## config.mk

```make
export PLATFORM = sky130hd
export DESIGN_NAME = logic_gate_unit_flat
export DESIGN_NICKNAME = d
export VERILOG_FILES = /design/src/rtl/logic_gate_unit_if.sv /design/src/rtl/logic_gate_unit.sv /design/src/flat_wrapper.sv
export SDC_FILE = /design/constraint.sdc
export NUM_CORES = 1
export LEC_CHECK = 0
export ABC_AREA = 1
export CAP_MARGIN = 20
export CELL_PAD_IN_SITES_DETAIL_PLACEMENT = 1
export CELL_PAD_IN_SITES_GLOBAL_PLACEMENT = 1
export CORE_MARGIN = 1
export CORE_UTILIZATION = 32
export CTS_CLUSTER_DIAMETER = 30
export DETAILED_ROUTE_END_ITERATION = 8
export PLACE_DENSITY = 0.74
export SYNTH_ARGS = -nofsm -noshare
export SYNTH_HDL_FRONTEND = slang
export SYNTH_SLANG_ARGS = --single-unit
```

## constraint.sdc

```tcl
create_clock -name clk -period 1.86 [get_ports clk]
set_input_delay 0.465 -clock clk [delete_from_list [all_inputs] [get_ports clk]]
set_output_delay 0.465 -clock clk [all_outputs]
set_load 0.005 [all_outputs]
```

## src/rtl/logic_gate_unit_if.sv

```systemverilog
// rtl/logic_gate_unit_if.sv - operand/result handshake bundle for logic_gate_unit
interface logic_gate_unit_if #(
  parameter int WIDTH = 8,
  parameter int CNT_W = 16
);
  logic             in_valid;
  logic             in_ready;
  logic [WIDTH-1:0] in_a;
  logic [WIDTH-1:0] in_b;
  logic [2:0]       in_op;
  logic             in_acc;
  logic             out_valid;
  logic             out_ready;
  logic [WIDTH-1:0] out_y;
  logic             out_zero;
  logic             out_parity;
  logic [CNT_W-1:0] op_count;

  modport master (
    output in_valid, in_a, in_b, in_op, in_acc, out_ready,
    input  in_ready, out_valid, out_y, out_zero, out_parity, op_count
  );

  modport slave (
    input  in_valid, in_a, in_b, in_op, in_acc, out_ready,
    output in_ready, out_valid, out_y, out_zero, out_parity, op_count
  );
endinterface

```

## src/rtl/logic_gate_unit.sv

```systemverilog
// rtl/logic_gate_unit.sv - registered bitwise gate unit with accumulator and output handshake
module logic_gate_unit #(
  parameter int WIDTH = 8,
  parameter int CNT_W = 16
) (
  input  logic               clk,
  input  logic               rst_n,
  logic_gate_unit_if.slave   bus
);

  logic [WIDTH-1:0] r_acc;
  logic [WIDTH-1:0] r_y;
  logic             r_valid;
  logic             r_zero;
  logic             r_parity;
  logic [CNT_W-1:0] r_cnt;

  logic [WIDTH-1:0] w_a;
  logic [WIDTH-1:0] w_y;
  logic             w_in_ready;
  logic             w_accept;
  logic             w_drain;

  assign w_a        = bus.in_acc ? r_acc : bus.in_a;
  assign w_in_ready = !r_valid || bus.out_ready;
  assign w_accept   = bus.in_valid && w_in_ready;
  assign w_drain    = r_valid && bus.out_ready;

  always_comb begin
    w_y = '0;
    case (bus.in_op)
      3'd0:    w_y = w_a & bus.in_b;
      3'd1:    w_y = w_a | bus.in_b;
      3'd2:    w_y = ~w_a;
      3'd3:    w_y = ~(w_a & bus.in_b);
      3'd4:    w_y = ~(w_a | bus.in_b);
      3'd5:    w_y = w_a ^ bus.in_b;
      3'd6:    w_y = ~(w_a ^ bus.in_b);
      default: w_y = w_a;
    endcase
  end

  // A new accept overrides the drain so out_valid stays high at full throughput
  always_ff @(posedge clk or negedge rst_n) begin
    if (!rst_n) begin
      r_acc    <= '0;
      r_y      <= '0;
      r_valid  <= 1'b0;
      r_zero   <= 1'b1;
      r_parity <= 1'b0;
      r_cnt    <= '0;
    end else begin
      if (w_accept) begin
        r_y      <= w_y;
        r_acc    <= w_y;
        r_zero   <= ~|w_y;
        r_parity <= ^w_y;
        r_valid  <= 1'b1;
      end else if (w_drain) begin
        r_valid  <= 1'b0;
      end
      if (w_drain && (r_cnt != {CNT_W{1'b1}})) begin
        r_cnt <= r_cnt + CNT_W'(1);
      end
    end
  end

  assign bus.in_ready   = w_in_ready;
  assign bus.out_valid  = r_valid;
  assign bus.out_y      = r_y;
  assign bus.out_zero   = r_zero;
  assign bus.out_parity = r_parity;
  assign bus.op_count   = r_cnt;

endmodule

```

## src/flat_wrapper.sv

```systemverilog
// flat-port wrapper written by rule: the top's interface ports become plain ports
module logic_gate_unit_flat 
#(
  parameter int WIDTH = 8,
  parameter int CNT_W = 16
)
  (clk, rst_n, bus_in_valid, bus_in_a, bus_in_b, bus_in_op, bus_in_acc, bus_out_ready, bus_in_ready, bus_out_valid, bus_out_y, bus_out_zero, bus_out_parity, bus_op_count);
  logic_gate_unit_if #(.WIDTH(WIDTH), .CNT_W(CNT_W)) bus_i ();
  input  logic clk;
  input  logic rst_n;
  input wire logic [$bits(bus_i.in_valid)-1:0] bus_in_valid;
  input wire logic [$bits(bus_i.in_a)-1:0] bus_in_a;
  input wire logic [$bits(bus_i.in_b)-1:0] bus_in_b;
  input wire logic [$bits(bus_i.in_op)-1:0] bus_in_op;
  input wire logic [$bits(bus_i.in_acc)-1:0] bus_in_acc;
  input wire logic [$bits(bus_i.out_ready)-1:0] bus_out_ready;
  output wire logic [$bits(bus_i.in_ready)-1:0] bus_in_ready;
  output wire logic [$bits(bus_i.out_valid)-1:0] bus_out_valid;
  output wire logic [$bits(bus_i.out_y)-1:0] bus_out_y;
  output wire logic [$bits(bus_i.out_zero)-1:0] bus_out_zero;
  output wire logic [$bits(bus_i.out_parity)-1:0] bus_out_parity;
  output wire logic [$bits(bus_i.op_count)-1:0] bus_op_count;
  assign bus_i.in_valid = bus_in_valid;
  assign bus_i.in_a = bus_in_a;
  assign bus_i.in_b = bus_in_b;
  assign bus_i.in_op = bus_in_op;
  assign bus_i.in_acc = bus_in_acc;
  assign bus_i.out_ready = bus_out_ready;
  assign bus_in_ready = bus_i.in_ready;
  assign bus_out_valid = bus_i.out_valid;
  assign bus_out_y = bus_i.out_y;
  assign bus_out_zero = bus_i.out_zero;
  assign bus_out_parity = bus_i.out_parity;
  assign bus_op_count = bus_i.op_count;
  logic_gate_unit #(.WIDTH(WIDTH), .CNT_W(CNT_W)) u_core (.clk(clk), .rst_n(rst_n), .bus(bus_i));
endmodule
```

**Word-level counts from Yosys, hierarchy flattened**

Cells that the tools add are included.

- Output and inout bits: 28
- Register bits: 27
- Latch bits: 0
- Memories: 0
- ROM bits: 0
- RAM bits: 0
- Word-level logic and storage cells: 34

- Reductions and logical operators: 10
- Divide/modulo/power cells: 0
- Shift operators: 0
- $mul: 0
- Multiplexer cells: 4
- Add/sub/neg operators: 1
- Equality and inequality tests: 7
- Bitwise logic cells: 7
- $lt $le $gt $ge: 0

Operators by type and width:

| operator | number |
|---|---|
| case mux 8 bit (7 select lines) | 1 |
| NOT 8 bit | 4 |
| adder 16 x 1 -> 16 bit, second input constant | 1 |
| != test 16 bit, second input constant | 1 |
| equality test 3 bit, second input constant | 3 |
| bitwise AND 8 bit | 1 |
| 2-to-1 mux 8 bit | 1 |
| bitwise OR 8 bit | 1 |
| OR reduction 8 bit | 1 |
| XOR reduction 8 bit | 1 |
| bitwise XOR 8 bit | 1 |
| equality test 3 x 2 -> 1 bit, second input constant | 2 |
| equality test 3 x 1 -> 1 bit, second input constant | 1 |
| logical AND 1 bit | 3 |
| zero test 3 bit | 1 |
| zero test 1 bit | 2 |
| 2-to-1 mux 1 bit | 2 |
| nonzero test 2 bit | 1 |
| logical OR 1 bit | 1 |

**Depth between registers and ports, before layout**

Gate-level depths: netlist of run 1.

- Depth in word-level cells: 6
- Gate-level depth with buffers: 16
- Depth with buffers taken out: 15

**Worst setup path before layout of run 1**

No wires, ideal clock.

- Path type: input-to-reg
- Start point: input bus_in_acc
- End point: register u_core.r_parity, in the netlist u_core.bus.out_parity
- Arrival: 2.154 ns
- Required time: 1.732 ns
- Slack: -0.422 ns
- Buffers on the path: 1
- Cell stages on the path: 16
- Path through: buf_2 -> inv_2 -> nand2_1 -> nand2_1 -> inv_1 -> ha_1 -> inv_1 -> nand4_1 -> nand2_1 -> nor2_1 -> nand2_1 -> nand2_1 -> ha_1 -> xnor2_1 -> xnor2_1 -> o21ai_0

- Longest elaborated chain between the ends: 5
- Elaborated cells between the ends (all ways): 10
- Classes of those cells: mux (2); bitwise (7); reduce/logical (1)

Ends and longest elaborated chain:

| item | RTL line | text |
|---|---|---|
| from (decl) | flat_wrapper.sv:15 | `input wire logic [$bits(bus_i.in_acc)-1:0] bus_in_acc;` |
| 2-to-1 mux 8 bit (*) | logic_gate_unit.sv:24 | `assign w_a = bus.in_acc ? r_acc : bus.in_a;` |
| bitwise XOR 8 bit (tied with other cells) | logic_gate_unit.sv:37, logic_gate_unit.sv:38 |  |
| NOT 8 bit (on tied branches) | logic_gate_unit.sv:38, logic_gate_unit.sv:35, logic_gate_unit.sv:36 |  |
| case mux 8 bit (7 select lines) (*) | logic_gate_unit.sv:31 | `case (bus.in_op)` |
| XOR reduction 8 bit (*) | logic_gate_unit.sv:57 | `r_parity <= ^w_y;` |
| to (signal assigned) | logic_gate_unit.sv:57 |  |
| to (decl) | logic_gate_unit.sv:15 | `logic r_parity;` |

Every way passes the cells marked *; elsewhere a longest branch is shown, timed or not.
A chain may end at the register's enable or synchronous reset.

**Worst setup path in the final report of run 1**

Ends and elaborated chain as after synthesis.

==> impl_metrics.yaml, run 1 <==
outcome:
  violations: "negative setup slack"
  outcome: "complete, but fails checks"
synthesis:
  async_flop_share_pct: 100
  yosys.area.top_type: "dfrtp_1"
  synth.cell_area_mm2: 0.00256
  syn_avg_cell_area_um2: 6.16
  syn_nets: 461
  synth.top_cell.area_share_pct: 25.4
  ys_seq_area_share_pct: 26.4
  synth-edff-count: 0
  synth.distinct_cells: 24
  ys_ff_latch: 27
  synthTopCellsByCount: "165 x nand2_1, 63 x inv_1, 40 x nand3_1"
  synth_most_common_cell: "nand2_1"
  ys_warn_count: 0
  netlist_top_cells_area: "dfrtp_1 25%, nand2_1 24%, ha_1 10%, inv_1 9.2%, nand3_1 7.8%"
  netlist_instances: 416
  ys.flop_type: "dfrtp_1"
layout:
  drive_gt1_share_pct: 36.2
  layout.nets: 599
  area_growth_pct: 69.9
  instances_no_fill: 656
  postLayoutCoreUtil_pct: 56.4
sta:
  fin_skew_ns: 0.00913
  rsz0062_at_grt: "true"
  tightest_slew_ns: 0.383
  max_slew_margin_pct: 74.4
  finalCritPeriodShare_pct: 120
  finalHoldViolCount: 0
  layout_min_cycle_time_ns: 2.24
  tns_ns: -1.67
  slew_violations: 0
  fmax_mhz: 447
  holdWs_ns: 0.511
  fin_ws_ns: -0.380
  finalSetupViolCount: 7
setup_path:
  end_kind: "register"
  critPathLaunchType: "input pin"
  cp.required_ns: 2.03
  cp_data_arrival_time_ns: 2.41
  crit_type: "input pin to register"
  critPathMaxFanout: 8
drt:
  antenna_left: 0
  wl_um: 12300
  drtIter0Drc: 180
  drc_errors: 0
  dr.pass1.iters: 4
  wl_per_cell_um: 18.7
  vias_per_cell: 5.07
  vias: 3323
clock_network:
  tritoncts: "done"
  clock_latency_ns: 0.29
  h-tree-depth: 1
  cts.clk_slew.worst_paths_ns: 0.10
  cts_root_buf: "clkbuf_8"
  ctsHoldBuffers: 0
  clk_path_buf_depth: 2
  cts_buffers: 3
  cts.sinks: 27
floorplanning:
  die_h_um: 91.5
  num_io_pins: 52
  fp.dieW_um: 91.5
  die_area_mm2: 0.00837
  coreArea_mm2: 0.00773
  start_util_pct: 33.2
  rows: 32
grt:
  grt_pass1_wl_um: 18300
  grt_overflow: 0
  grt.busiest_layer: "met2"
  antenna_found_initial: 1
  track_usage_pct: 27.7
  use_met3_pct: 3.52
  use_met1_pct: 32.5
  grt_pass1_vias: 3614
  use_met2_pct: 50.9
  grt_max_degree: 28
power_and_ir_drop:
  p_seq_share_pct: 27.9
  pwr-share-clk_pct: 12.8
  irDropWorstVdd_uv: 459
  powerDensity_mw_per_mm2: 642
  p_switching_w: 0.00110
  p_leak_nw: 2.25
  power_frac_comb_pct: 59.3
  internal-power_w: 0.00170
  swShare_pct: 39.4
placed_design:
  port_buffers: 51
  preCtsSetupSlack_ns: -1.04
  place_inst: 617
  gp_congestion: 0.846
  dp_hpwl_um: 6860
worst_hold_path:
  min-delay-path-class: "register to register"
flow_run:
  maxCapViolCount: 0
worst paths after layout:
kind	startpoint	slack, ns	cells past startpoint	end
setup reg to reg	u_core.bus.out_y[2]	-0.31	13	u_core.bus.out_parity
hold / removal	u_core.bus.out_zero	0.51	2	u_core.bus.out_zero
setup / recovery	bus_in_acc	-0.38	15	u_core.bus.out_parity
hold reg to reg	u_core.bus.out_zero	0.51	2	u_core.bus.out_zero
max in group asynchronous	rst_n	0.98	2	u_core.bus.out_zero
min in group asynchronous	rst_n	0.56	2	u_core.bus.out_y[0]
metal layers:
| layer | vias to the layer above | wire length, µm | share of wire (%) |
|---|---|---|---|
| li1 | 1539 | - | - |
| met3 | 45 | 554 | 4.5 |
| met4 | 0 | 583 | 4.8 |
| met5 | - | 0 | 0 |
| met1 | 1620 | 4940 | 40 |
| met2 | 119 | 6170 | 50 |
layout make-up:
| class | count | area (µm²) |
|---|---|---|
| tap | 102 | 128 |
| timing repair buffer | 142 | 1220 |
| fill | 995 | 3370 |
| sequential | 27 | 677 |
| inverter | 69 | 287 |
| antenna | 1 | 2.50 |
| clock buffer | 3 | 41.3 |
| clock inverter | 1 | 5.00 |
| multi-input combinational | 311 | 1990 |
repair_timing:
| action | 4_1_cts | 5_1_grt |
|---|---|---|
| setup endpoints to repair | 11 | 9 |
| resized for setup | 111 | 27 |
| pin swaps | 56 | 33 |
| cloned | 2 | 0 |
| buffers inserted | 27 | 7 |
worst max-delay path: stages:
cell and delay [ns]:
buf_8 0.11, buf_12 0.14, inv_12 0.08, nand2_1 0.08
nand2_2 0.12, ha_4 0.22, nand4_1 0.14, nand2_1 0.11
nor2_2 0.14, nand3_2 0.11, inv_2 0.08, ha_4 0.21
xnor2_2 0.17, xnor2_1 0.15, o21ai_1 0.08
power groups by stage:
| stage | logic [W] | registers (W) | clock network [W] |
|---|---|---|---|
| after global placement | 0.00112 | 0.000782 | 0 |
| after floorplan | 0.000526 | 0.000787 | 0 |
| final | 0.00166 | 0.000780 | 0.000358 |
| after detailed placement | 0.00115 | 0.000782 | 0 |
| after global routing | 0.00177 | 0.000791 | 0.000404 |
| after CTS | 0.00146 | 0.000773 | 0.000375 |
cells by family after synthesis:
family	Yosys count	synth area share, %
DFF	27	26.4
buffers and inverters	79	12.8
and+or+nand+nor	267	44.2
xor gates and xnor gates	14	4.78
AOI/OAI and AO/OA	8	1.56
adders and majority gates	21	10.2
placed cells by master, fill, tap and decap left out, types with 2 or more instances in the layout:
master           instances
o21ai_0                  3
inv_2                   25
nor2_1                  29
clkbuf_8                 3
nand2_4                  8
nand4_1                 12
dfrtp_1                 26
inv_4                    3
o21ai_1                  5
nand2_2                 17
xnor2_2                  2
inv_1                   39
buf_4                   86
nand2_1                143
nand3_2                  8
dlygate4sd2_1           19
xnor2_1                  7
ha_4                    19
clkdlybuf4s50_1         29
xor2_1                   5
nor2_2                  12
buf_6                    3
nor2_4                   5
nand3_1                 32
ha_1                     2
stage by stage:
stage,area (µm²),total power (W)
after floorplan,2600,0.00131
after global placement,3610,0.00190
after detailed placement,3610,0.00193
after CTS,4210,0.00260
after global routing,4360,0.00297
final,4360,0.00280
state kept, by name, summed over array words and instances (netlist names):
register,cells
u_core.bus.out_valid,1
u_core.bus.out_zero,1
u_core.bus.out_y,8
u_core.bus.out_parity,1
u_core.bus.op_count,16
Note: power is estimated with default switching activity, not from simulation.
==> inputs of run 2 (changes only) <==
--- a/config.mk
+++ b/config.mk
@@ -11,7 +11,6 @@
 export CELL_PAD_IN_SITES_GLOBAL_PLACEMENT = 1
 export CORE_MARGIN = 1
 export CORE_UTILIZATION = 32
-export CTS_CLUSTER_DIAMETER = 30
 export DETAILED_ROUTE_END_ITERATION = 8
 export PLACE_DENSITY = 0.74
 export SYNTH_ARGS = -nofsm -noshare
==> results of run 2 <==
Same layout as run 1: the final DEF is identical, and so are final timing and power.
